$ cat src/rtl/demux_fifo_pkg.sv
// rtl/demux_fifo_pkg.sv - shared widths, depths and lane indices for the lane demux FIFO
// Contents: DEF_DATA_W / DEF_DEPTH parameter defaults, LANE0 / LANE1 selector encodings.
package demux_fifo_pkg;

  localparam int DEF_DATA_W = 2;
  localparam int DEF_DEPTH  = 4;

  localparam logic LANE0 = 1'b0;
  localparam logic LANE1 = 1'b1;

endpackage

$ cat src/rtl/fifo_2bit_sync.sv
// rtl/fifo_2bit_sync.sv - single-clock lane FIFO with push/pop handshake and cleared storage
// Ports:
//   clk      - rising-edge clock
//   reset_L  - synchronous active-low reset, clears pointers, count and storage
//   push     - write data_in this cycle (ignored while full)
//   pop      - remove head this cycle (ignored while empty)
//   data_in  - word to write
//   data_out - head entry, combinational from registered state
//   valid    - FIFO non-empty
//   full     - FIFO holds DEPTH entries
module fifo_2bit_sync
  import demux_fifo_pkg::*;
#(
  parameter int DATA_W = DEF_DATA_W,
  parameter int DEPTH  = DEF_DEPTH
) (
  input  logic              clk,
  input  logic              reset_L,
  input  logic              push,
  input  logic              pop,
  input  logic [DATA_W-1:0] data_in,
  output logic [DATA_W-1:0] data_out,
  output logic              valid,
  output logic              full
);

  localparam int AW    = $clog2(DEPTH);
  localparam int CNT_W = $clog2(DEPTH) + 1;

  logic [DATA_W-1:0] mem [DEPTH];
  logic [AW-1:0]     wr_ptr;
  logic [AW-1:0]     rd_ptr;
  logic [CNT_W-1:0]  count;

  logic do_push;
  logic do_pop;

  // Both qualifiers use pre-edge state: a push on a full FIFO is refused even if
  // a pop frees a slot at the same edge, and a pop on an empty FIFO is ignored
  // even if a push fills it at the same edge.
  assign do_push = push && !full;
  assign do_pop  = pop && valid;

  always_ff @(posedge clk) begin
    if (!reset_L) begin
      wr_ptr <= '0;
      rd_ptr <= '0;
      count  <= '0;
      for (int i = 0; i < DEPTH; i++) begin
        mem[i] <= '0;
      end
    end else begin
      if (do_push) begin
        mem[wr_ptr] <= data_in;
        wr_ptr      <= wr_ptr + 1'b1;   // DEPTH is a power of two, wraps naturally
      end
      if (do_pop) begin
        rd_ptr <= rd_ptr + 1'b1;
      end
      case ({do_push, do_pop})
        2'b10:   count <= count + 1'b1;
        2'b01:   count <= count - 1'b1;
        default: count <= count;
      endcase
    end
  end

  assign data_out = mem[rd_ptr];
  assign valid    = (count != '0);
  assign full     = (count == CNT_W'(DEPTH));

endmodule

$ cat src/rtl/demux1_2_2bit_fifo.sv
// rtl/demux1_2_2bit_fifo.sv - routes the muxed 2-bit word to one of two buffered lanes
// Ports:
//   clk, reset_L             - clock and synchronous active-low reset
//   data_in, valid_in        - upstream word and push request
//   selector_in              - target lane (LANE0 / LANE1)
//   ready_out                - selected lane can accept a push this cycle
//   laneN_data, laneN_valid  - head entry and non-empty flag of lane N
//   laneN_pop                - consumer removes lane N head this cycle
//   laneN_full               - lane N holds DEPTH entries
//   overflow_err             - sticky, set when a push hits a full lane
module demux1_2_2bit_fifo
  import demux_fifo_pkg::*;
#(
  parameter int DATA_W = DEF_DATA_W,
  parameter int DEPTH  = DEF_DEPTH
) (
  input  logic              clk,
  input  logic              reset_L,
  input  logic [DATA_W-1:0] data_in,
  input  logic              valid_in,
  input  logic              selector_in,
  output logic              ready_out,
  output logic [DATA_W-1:0] lane0_data,
  output logic [DATA_W-1:0] lane1_data,
  output logic              lane0_valid,
  output logic              lane1_valid,
  input  logic              lane0_pop,
  input  logic              lane1_pop,
  output logic              lane0_full,
  output logic              lane1_full,
  output logic              overflow_err
);

  logic push_ok;
  logic lane0_push;
  logic lane1_push;

  // Ready follows the selector combinationally, off the registered full flags.
  assign ready_out  = (selector_in == LANE1) ? !lane1_full : !lane0_full;
  assign push_ok    = valid_in && ready_out;
  assign lane0_push = push_ok && (selector_in == LANE0);
  assign lane1_push = push_ok && (selector_in == LANE1);

  always_ff @(posedge clk) begin
    if (!reset_L) begin
      overflow_err <= 1'b0;
    end else if (valid_in && !ready_out) begin
      overflow_err <= 1'b1;
    end
  end

  fifo_2bit_sync #(.DATA_W(DATA_W), .DEPTH(DEPTH)) u_lane0 (
    .clk      (clk),
    .reset_L  (reset_L),
    .push     (lane0_push),
    .pop      (lane0_pop),
    .data_in  (data_in),
    .data_out (lane0_data),
    .valid    (lane0_valid),
    .full     (lane0_full)
  );

  fifo_2bit_sync #(.DATA_W(DATA_W), .DEPTH(DEPTH)) u_lane1 (
    .clk      (clk),
    .reset_L  (reset_L),
    .push     (lane1_push),
    .pop      (lane1_pop),
    .data_in  (data_in),
    .data_out (lane1_data),
    .valid    (lane1_valid),
    .full     (lane1_full)
  );

endmodule

$ cat config.mk
export PLATFORM = sky130hd
export DESIGN_NAME = demux1_2_2bit_fifo
export DESIGN_NICKNAME = d
export VERILOG_FILES = /design/src/rtl/demux_fifo_pkg.sv /design/src/rtl/fifo_2bit_sync.sv /design/src/rtl/demux1_2_2bit_fifo.sv
export SDC_FILE = /design/constraint.sdc
export NUM_CORES = 1
export LEC_CHECK = 0
export CAP_MARGIN = 5
export CORE_ASPECT_RATIO = 1.4
export CORE_MARGIN = 4
export CORE_UTILIZATION = 40
export CTS_CLUSTER_DIAMETER = 120
export DETAILED_ROUTE_END_ITERATION = 8
export PLACE_DENSITY = 0.61
export SYNTH_ARGS = -nofsm -noshare
export SYNTH_HDL_FRONTEND = slang
export SYNTH_SLANG_ARGS = --single-unit
$ cat constraint.sdc
create_clock -name clk -period 2 [get_ports clk]
set_input_delay 0.4 -clock clk [delete_from_list [all_inputs] [get_ports clk]]
set_output_delay 0.4 -clock clk [all_outputs]
set_load 0.02 [all_outputs]
# ---- Word-level counts from Yosys, hierarchy flattened
# Memory sizes are Yosys's and may differ from the RTL's. A register that Yosys moved wholly into a read port is not among the register bits.
# Cells that the tools add are included.
dict set report totals {
  mem_bits_rw 16
  reg_bits 15
  memories 2
  wordCells 61
  inputBits 8
}
# name words width read_ports rd_ports_with_merged_regs write_ports line_no
set mem_list {}
lappend mem_list {u_lane0.mem 4 2 1 1 4 fifo_2bit_sync.sv:30} ;# logic [DATA_W-1:0] mem [DEPTH];
lappend mem_list {u_lane1.mem 4 2 1 1 4 fifo_2bit_sync.sv:30}
dict set report op_classes {
  eq_ne 6
  bitwise_logic 1
  n_mux 20
  reduce_logical 17
  add_sub_neg 8
}
# op n
set ops {}
lappend ops {{$mux W2} 8}
lappend ops {{$pmux W3 S2} 2}
lappend ops {{$mux W1} 10}
lappend ops {{$add A2 B1 Y2 const B} 4}
lappend ops {{$logic_and A1 B1 Y1} 8}
lappend ops {{$add A3 B1 Y3 const B} 2}
lappend ops {{$eq A3 B3 Y1 const B} 2}
lappend ops {{$reduce_bool A3 Y1} 2}
lappend ops {{$sub A3 B1 Y3 const B} 2}
lappend ops {{$eq A2 B1 Y1 const B} 2}
lappend ops {{$eq A2 B2 Y1 const B} 2}
lappend ops {{$reduce_bool A2 Y1} 2}
lappend ops {{$reduce_or A2 Y1} 2}
lappend ops {{$logic_not A1 Y1} 3}
lappend ops {{$not A1 Y1} 1}

# ---- Depth between registers and ports, before layout
dict set report logic_depth {
  depth_word 11
  depth_mapped 9
  mapped_depth_nobuf 8
}

# ---- Modules after synthesis
# From an unflattened synthesis, not the netlist that was laid out.
dict set report unflattened {
  cells_unflattened 146
  hier_area_um2 1609.0
}
# module area_each_um2 instances cells_each
set modules_own_cells {}
lappend modules_own_cells {fifo_2bit_sync 775.7 2 69}
lappend modules_own_cells {demux1_2_2bit_fifo 57.6 1 8}

# ---- Worst setup path before layout
# Ideal clock, no wire load.
dict set report synth_timing {
  path_kind {in2reg}
  start {input selector_in}
  end {register u_lane0.count[2]}
  path_stages 9
  n_path_buf 1
  arrival_time_ns 2.058
  slack_ns -0.128
  cell_sequence {clkbuf_1 > nor2b_1 > nand2_2 > ha_1 > inv_1 > fa_1 > xor2_1 > or3_1 > a21boi_1}
}
dict set report synth_via {
  elab_chain_len 6
  elab_cells_between_ends 9
  classes_between {2 x eq/ne; 2 x mux; 1 x bitwise; 4 x reduce/logical}
}
# item line_no
set synth_lines {}
lappend synth_lines {{start, declared} demux1_2_2bit_fifo.sv:21} ;# input logic selector_in,
lappend synth_lines {{$mux W1} demux1_2_2bit_fifo.sv:39} ;# assign ready_out = (selector_in == LANE1) ? !lane1_full : !lane0_full;
lappend synth_lines {{$logic_and A1 B1 Y1} demux1_2_2bit_fifo.sv:40} ;# assign push_ok = valid_in && ready_out;
lappend synth_lines {{$logic_and A1 B1 Y1 *} demux1_2_2bit_fifo.sv:41} ;# assign lane0_push = push_ok && (selector_in == LANE0);
lappend synth_lines {{$logic_and A1 B1 Y1 *} fifo_2bit_sync.sv:41} ;# assign do_push = push && !full;
lappend synth_lines {{$eq A2 B1 Y1 or $eq A2 B2 Y1 (tied branches)} fifo_2bit_sync.sv:60} ;# case ({do_push, do_pop})
lappend synth_lines {{$pmux W3 S2 or $reduce_bool A2 Y1 (tied branches)} -}
lappend synth_lines {{end signal, assigned} fifo_2bit_sync.sv:61} ;# 2'b10: count <= count + 1'b1;
lappend synth_lines {{end signal, assigned} fifo_2bit_sync.sv:62} ;# 2'b01: count <= count - 1'b1;
lappend synth_lines {{end signal, assigned} fifo_2bit_sync.sv:63} ;# default: count <= count;
lappend synth_lines {{end, declared} fifo_2bit_sync.sv:33} ;# logic [CNT_W-1:0] count;
# Every way passes the cells marked *; elsewhere a longest branch is shown, timed or not.
# A chain may end at the register's enable or synchronous reset.

# ---- Worst setup path in the final report
dict set report layout_timing {
  start {register u_lane1.count[0]}
  end {register u_lane1.count[2]}
}
dict set report layout_via {
  elab_chain_len 8
  elab_cells_between_ends 14
  classes_between {2 x add/sub; 3 x eq/ne; 2 x mux; 7 x reduce/logical}
}
# item line_no
set layout_lines {}
lappend layout_lines {{start, declared} fifo_2bit_sync.sv:33}
lappend layout_lines {{start signal, assigned} fifo_2bit_sync.sv:61}
lappend layout_lines {{start signal, assigned} fifo_2bit_sync.sv:62}
lappend layout_lines {{start signal, assigned} fifo_2bit_sync.sv:63}
lappend layout_lines {{$eq A3 B3 Y1} fifo_2bit_sync.sv:70} ;# assign full = (count == CNT_W'(DEPTH));
lappend layout_lines {{$logic_not A1 Y1} {fifo_2bit_sync.sv:41, demux1_2_2bit_fifo.sv:39}}
lappend layout_lines {{$mux W1} demux1_2_2bit_fifo.sv:39}
lappend layout_lines {{$logic_and A1 B1 Y1} demux1_2_2bit_fifo.sv:40}
lappend layout_lines {{$logic_and A1 B1 Y1} demux1_2_2bit_fifo.sv:42} ;# assign lane1_push = push_ok && (selector_in == LANE1);
lappend layout_lines {{$logic_and A1 B1 Y1} fifo_2bit_sync.sv:41}
lappend layout_lines {{$eq A2 B1 Y1 or $eq A2 B2 Y1 (tied branches)} fifo_2bit_sync.sv:60}
lappend layout_lines {{$pmux W3 S2 or $reduce_bool A2 Y1 (tied branches)} -}
# Several ways; a longest one is shown, not always the timed one.

==> results.yml <==
route:
  dr.first_iter.drc_count: 26
  wl_um: 3040
  drc: 0
  firstDrtPassIters: 4
  antenna_left: 0
  viasPerCell: 5.21
  wl_per_cell_um: 13.0
  vias: 1215
timing:
  maxSlewHeadroom_pct: 75.6
  period_share_pct: 99.9
  tightest_slew_ns: 0.363
  rsz0062_at_grt: "yes"
  finalHoldViolCount: 0
  final.min_clock_period_ns: 2.00
  drv_slew: 0
  fmax_mhz: 500
  fin_worst_skew_ns: 0.00499
  setup_viol: 0
min_path:
  hold_depth: 2
  hold_end: "overflow_err"
  worstHoldStart: "overflow_err"
  hp-class: "reg2reg"
yosys:
  synthCells: 147
  synth_nets: 159
  ys_ff_latch: 35
  ys_types: 39
  yosysWarnings: 0
  yosys-top-cells-area: "edfxtp_1 (29%), dfxtp_1 (23%), mux4_2 (5.5%)"
  yosysTopAreaCell: "edfxtp_1"
  synth_area_per_cell_um2: 11.1
  synth_top_area_share_pct: 29.4
  syn-cell-area_um2: 1630
  seq_area_frac_synth_pct: 52.8
final_layout:
  most-common-layout-cells: "buf_4 (24), edfxtp_1 (16), dfxtp_1 (13)"
  mostFrequentLayoutCell: "buf_4"
  antenna_cells: 0
  seq_area_um2: 868
  syn_to_final_growth_pct: 33.2
  multi_input_area_um2: 743
  stdcell_count: 233
  fill_cells: 352
  drive_gt1_share_pct: 31.1
  nets: 201
placement:
  gp_congestion: 0.777
  place_inst: 221
  hpwl_um: 2350
  io_buffer_count: 17
clock_tree:
  cts_buffer_depth: 2
  clock-root-buffer: "clkbuf_8"
  clk_latency_ns: 0.28
  holdBufCountCts: 0
  cts.sinks: 35
  numCtsBuffers: 5
  clk_pin_slew_worst_paths_ns: 0.07
  cts_tree: "yes"
  cts-htree-levels: 2
floorplan:
  start_util_pct: 41.3
  num_rows: 27
  die_w_um: 62.0
  die-area_um2: 5180
  die_h_um: 83.6
  core_um2: 3950
  ios: 18
pwr:
  leakage_nw: 0.882
  p_per_area_nw_per_um2: 1200
  ir_drop_mv: 0.923
  p_total_mw: 2.62
worst_setup_path:
  start_kind: "flop"
  end_kind: "flop"
  crit_fanout: 3
  path_class: "reg2reg"
  reg2reg_from: "u_lane1.count[0]"
  rr_worst_depth: 8
  r2r-end: "u_lane1.count[2]"
  ff2ff_setup_slack_ns: 0.001
  arrival_ns: 2.21
  crit_required_ns: 2.21
global_routing:
  grt_pass1_wl_um: 5330
  grt_max_degree: 21
  antenna_found_initial: 0
  grt_pass1_vias: 1231
  grt_overflow: 0
  grt_use_total_pct: 13.5
  met2_usage_pct: 21.7
  busiest_layer: "met2"
  grt_util_met1_pct: 16.7
  met3_usage_pct: 4.18
job:
  drv_cap: 0
run_status:
  status: "finished clean"
==> synth_stat cells, drive strengths merged <==
master  count
nand4       2
xor2        2
o31a        2
nand4b      1
and2        6
clkbuf      4
buf         2
o21ai      11
a21boi      2
or3b        2
mux2i       3
nor3        4
nor2b       5
o31ai       2
nand3b      2
nand2b      5
nand2       8
dfxtp      19
a31oi       1
inv        12
and3        2
mux4        4
fa          2
edfxtp     16
ha          2
clkinv      1
a21oi       1
o311ai      2
nor2        9
or3         4
nand3       3
xnor2       6
==> power breakdown <==
| group | leakage, nW | internal [mW] | switching, mW |
|---|---|---|---|
| registers | 0.324 | 0.882 | 0.0828 |
| logic | 0.497 | 0.539 | 0.473 |
| clock network | 0.0612 | 0.403 | 0.238 |
| total | 0.882 | 1.82 | 0.794 |
==> metal layers <==
layer	wire [um]	vias to the layer above	part of all wire, %
met2	1580	34	52
met3	162	4	5.3
met5	0	-	0
met4	31	0	1.0
li1	-	597	-
met1	1260	580	42
==> area by class of cell <==
class	count	area share, %
Clock buffer	6	3.80
Clock inverter	2	1.61
Inverter	13	2.30
Multi-Input combinational cell	93	34.2
Sequential cell	35	40.0
Tap cell	43	2.48
Timing Repair Buffer	41	15.7
==> stage by stage <==
step / hold slack [ns] / util (%) / area, um2 / TNS (ns) / setup WS (ns)
CTS: 0.465 / 54.6 / 2160 / -0.00830 / -0.00830
detailed placement: 0.456 / 51.3 / 2030 / -1.50 / -0.323
global placement: 0.438 / 51.3 / 2030 / -1.23 / -0.273
finish: 0.458 / 55.0 / 2170 / 0 / 0.00140
global route: 0.494 / 55.0 / 2170 / -0.105 / -0.0569
floorplan: 0.472 / - / 1680 / 0 / 0.00400
==> worst max-delay path by stage <==
stage          cells after the start  slack, ns              from                to
2_1_floorplan                      8      0.004  u_lane1.count[0]  u_lane1.count[2]
5_1_grt                            8      -0.06  u_lane1.count[0]  u_lane1.count[2]
3_3_place_gp                       9      -0.27       selector_in  u_lane0.count[2]
4_1_cts                            8     -0.008  u_lane1.count[0]  u_lane1.count[2]
3_5_place_dp                       9      -0.32       selector_in  u_lane1.count[2]
6_report                           8      0.001  u_lane1.count[0]  u_lane1.count[2]
==> logic make-up (layout without fill, tap and decap cells) <==
kind of cell	Yosys count	count (layout)	share of synthesized area [%]
simple gates	53	53	18.6
flops	35	35	52.8
xor+xnor	8	8	4.29
mux	7	7	7.59
fa+ha+maj	4	4	3.99
buf+inv	19	62	4.52
compound gates	21	21	8.28
==> critical path, stage by stage, from the launching register on <==
cell and delay [ns]:
dfxtp_2 0.32, or3b_4 0.42, nand3_4 0.09, ha_4 0.14, inv_2 0.03, fa_2 0.33
xor2_1 0.16, or3_1 0.32, a21boi_1 0.12
==> repair_timing <==
item                                   4_1_cts  5_1_grt
endpoints found under the hold margin        0        0
pin swaps                                    6        1
setup endpoints to repair                   11        2
setup buffers                                3        1
gates resized for setup                     14        2
No activity file was read; power rests on OpenSTA's default activity.
==> patch, RTL diff (same settings) <==
`DEF_DATA_W`: 2 -> 3.
--- a/src/rtl/demux_fifo_pkg.sv
+++ b/src/rtl/demux_fifo_pkg.sv
@@ -2,7 +2,7 @@
 // Contents: DEF_DATA_W / DEF_DEPTH parameter defaults, LANE0 / LANE1 selector encodings.
 package demux_fifo_pkg;
 
-  localparam int DEF_DATA_W = 2;
+  localparam int DEF_DATA_W = 3;
   localparam int DEF_DEPTH  = 4;
 
   localparam logic LANE0 = 1'b0;
Interface: changed (resized data_in, lane0_data and lane1_data); port bits go from 18 to 21. No check against the original RTL was run, so the function may have changed too.
==> patch against the original RTL <==
The run now ends with setup timing left; synthesized area grew 20%; cell area is 20% higher; maximum frequency down 1.1%; total power rose by 13%; sequential cell count rose by 8; sequential power increased by 22%; setup slack lost 0.022 ns; via count increased by 17%; routed wire length up 30%; synthesized cell count is 18% higher; sequential share of layout area increased by 2.5 points; clock power up 8.0%.
==> patch: results (changes against the original RTL) <==
{
  "timing": {
    "finalSetupViolCount": {"value": 1, "change": "was 0"},
    "setup_ws": {"value": -0.0205, "unit": "ns", "change": "was 0.00140 ns"}
  },
  "placed_design": {
    "io_buffers": {"value": 20, "change": "was 17"},
    "gp_routability_congestion": {"value": 0.789, "change": "was 0.777"},
    "detailedPlacementHpwl": {"value": 3080, "unit": "um", "change": "was 2350 um"}
  },
  "logic_synthesis": {
    "synth_seq_cells": {"value": 43, "change": "was 35"},
    "synth-edff-count": {"value": 24, "change": "was 16"},
    "synth_flop_cell": {"value": "sky130_fd_sc_hd__edfxtp_1", "change": "was sky130_fd_sc_hd__dfxtp_1"},
    "synth.lib_cells_used.distinct": {"value": 36, "change": "was 39"},
    "synth_nets": {"value": 186, "change": "was 159"}
  },
  "pwr": {
    "leakage": {"value": 1.08, "unit": "nW", "change": "was 0.882 nW"},
    "power.ir.vdd_worst": {"value": 0.656, "unit": "mV", "change": "was 0.923 mV"}
  },
  "global_route": {
    "gr-usage-all-layers": {"value": 14.6, "unit": "%", "change": "was 13.5%"},
    "first_global_vias": {"value": 1524, "change": "was 1231"},
    "grt_start_max_net_pins": {"value": 14, "change": "was 21"},
    "global_route_wire_length_before_repair": {"value": 6770, "unit": "um", "change": "was 5330 um"}
  },
  "worst_hold_path": {
    "worst_hold_path.num_cells": {"value": 3, "change": "was 2"},
    "hold_class": {"value": "input pin to register", "change": "was register to register"}
  },
  "run_status": {
    "failed_checks": "setup timing",
    "outcome": {"value": "finished with violations", "change": "was finished clean"}
  },
  "setup_path": {
    "worst_path_fanout_max": {"value": 4, "change": "was 3"},
    "worst-endpoint-arrival": {"value": 2.25, "unit": "ns", "change": "was 2.21 ns"}
  },
  "layout": {
    "drive_above_1_share": {"value": 30.1, "unit": "%", "change": "was 31.1%"}
  },
  "route": {
    "post_drt_via_cell_ratio": {"value": 4.92, "change": "was 5.21"},
    "postRouteWirelength": {"value": 3950, "unit": "um", "change": "was 3040 um"}
  }
}
-- patch: cell count changes after synthesis, sizes merged, moves of 3 or more --
cell	unedited run	this run
nor2	9	24
edfxtp	16	24
a21oi	1	7
and2	6	1
or3	4	9
nor2b	5	1
o21ai	11	7
xnor2	6	2
xor2	2	6
inv	12	15
nand2	8	11
-- patch: logic make-up after synthesis --
| logic type | synth area share (%) |
|---|---|
| xor gates and xnor gates | 3.57 |
| AOI/OAI and AO/OA | 7.52 |
| DFF | 56.1 |
| adders and majority gates | 3.31 |
| buffers and inverters | 4.97 |
| muxes | 7.90 |
| and+or+nand+nor | 16.6 |
-- patch: repair_timing --
item	4_1_cts	5_1_grt
endpoints found under the setup margin	13	4
pin swaps	3	1
buffers inserted	1	2
resized for setup	18	3
-- patch: final timing paths --
| check | startpoint | to | slack [ns] |
|---|---|---|---|
| worst min register to register | overflow_err | overflow_err | 0.46 |
| worst min-delay path | valid_in | overflow_err | 0.42 |
| worst max-delay path | u_lane0.count[1] | u_lane0.count[2] | -0.02 |
| worst max register to register | u_lane0.count[1] | u_lane0.count[2] | -0.02 |
-- patch: routing by layer --
layer,vias up,track usage [%],share of wire (%)
met5,-,0,0
met2,29,26.0,54
met1,665,15.7,40
met4,0,6.60,2.4
li1,712,-,-
met3,11,3.24,3.3
-- patch: layout make-up --
class,count,area [um^2]
Clock buffer,6,82.6
Clock inverter,2,35.0
Fill cell,450,2030
Inverter,16,62.6
Multi-Input combinational cell,107,818
Sequential cell,43,1110
Tap cell,62,77.6
Timing Repair Buffer,52,428
-- patch: power groups by stage --
stage                     logic (W)  registers [W]  clock network [W]
after global placement      0.00109        0.00118                  0
after detailed placement    0.00112        0.00119                  0
after floorplan            0.000657        0.00119                  0
after global routing        0.00119        0.00120           0.000749
final                       0.00108        0.00118           0.000692
after CTS                   0.00107        0.00118           0.000709
-- patch: critical path: stages, from the launching register on --
cell	delay [ns]
sky130_fd_sc_hd__dfxtp_1	0.31
sky130_fd_sc_hd__or3b_4	0.44
sky130_fd_sc_hd__nand2_4	0.09
sky130_fd_sc_hd__ha_4	0.13
sky130_fd_sc_hd__inv_1	0.05
sky130_fd_sc_hd__fa_2	0.33
sky130_fd_sc_hd__xor2_1	0.16
sky130_fd_sc_hd__or3_1	0.33
sky130_fd_sc_hd__a21oi_2	0.11
-- patch: metrics by stage --
stage | hold slack, ns | instances | cell area [um^2]
6_report | 0.418 | 288 | 2610
5_1_grt | 0.423 | 288 | 2610
4_1_cts | 0.461 | 286 | 2590
3_5_place_dp | 0.447 | 277 | 2470
3_3_place_gp | 0.438 | 277 | 2470
2_1_floorplan | 0.470 | 173 | 2010
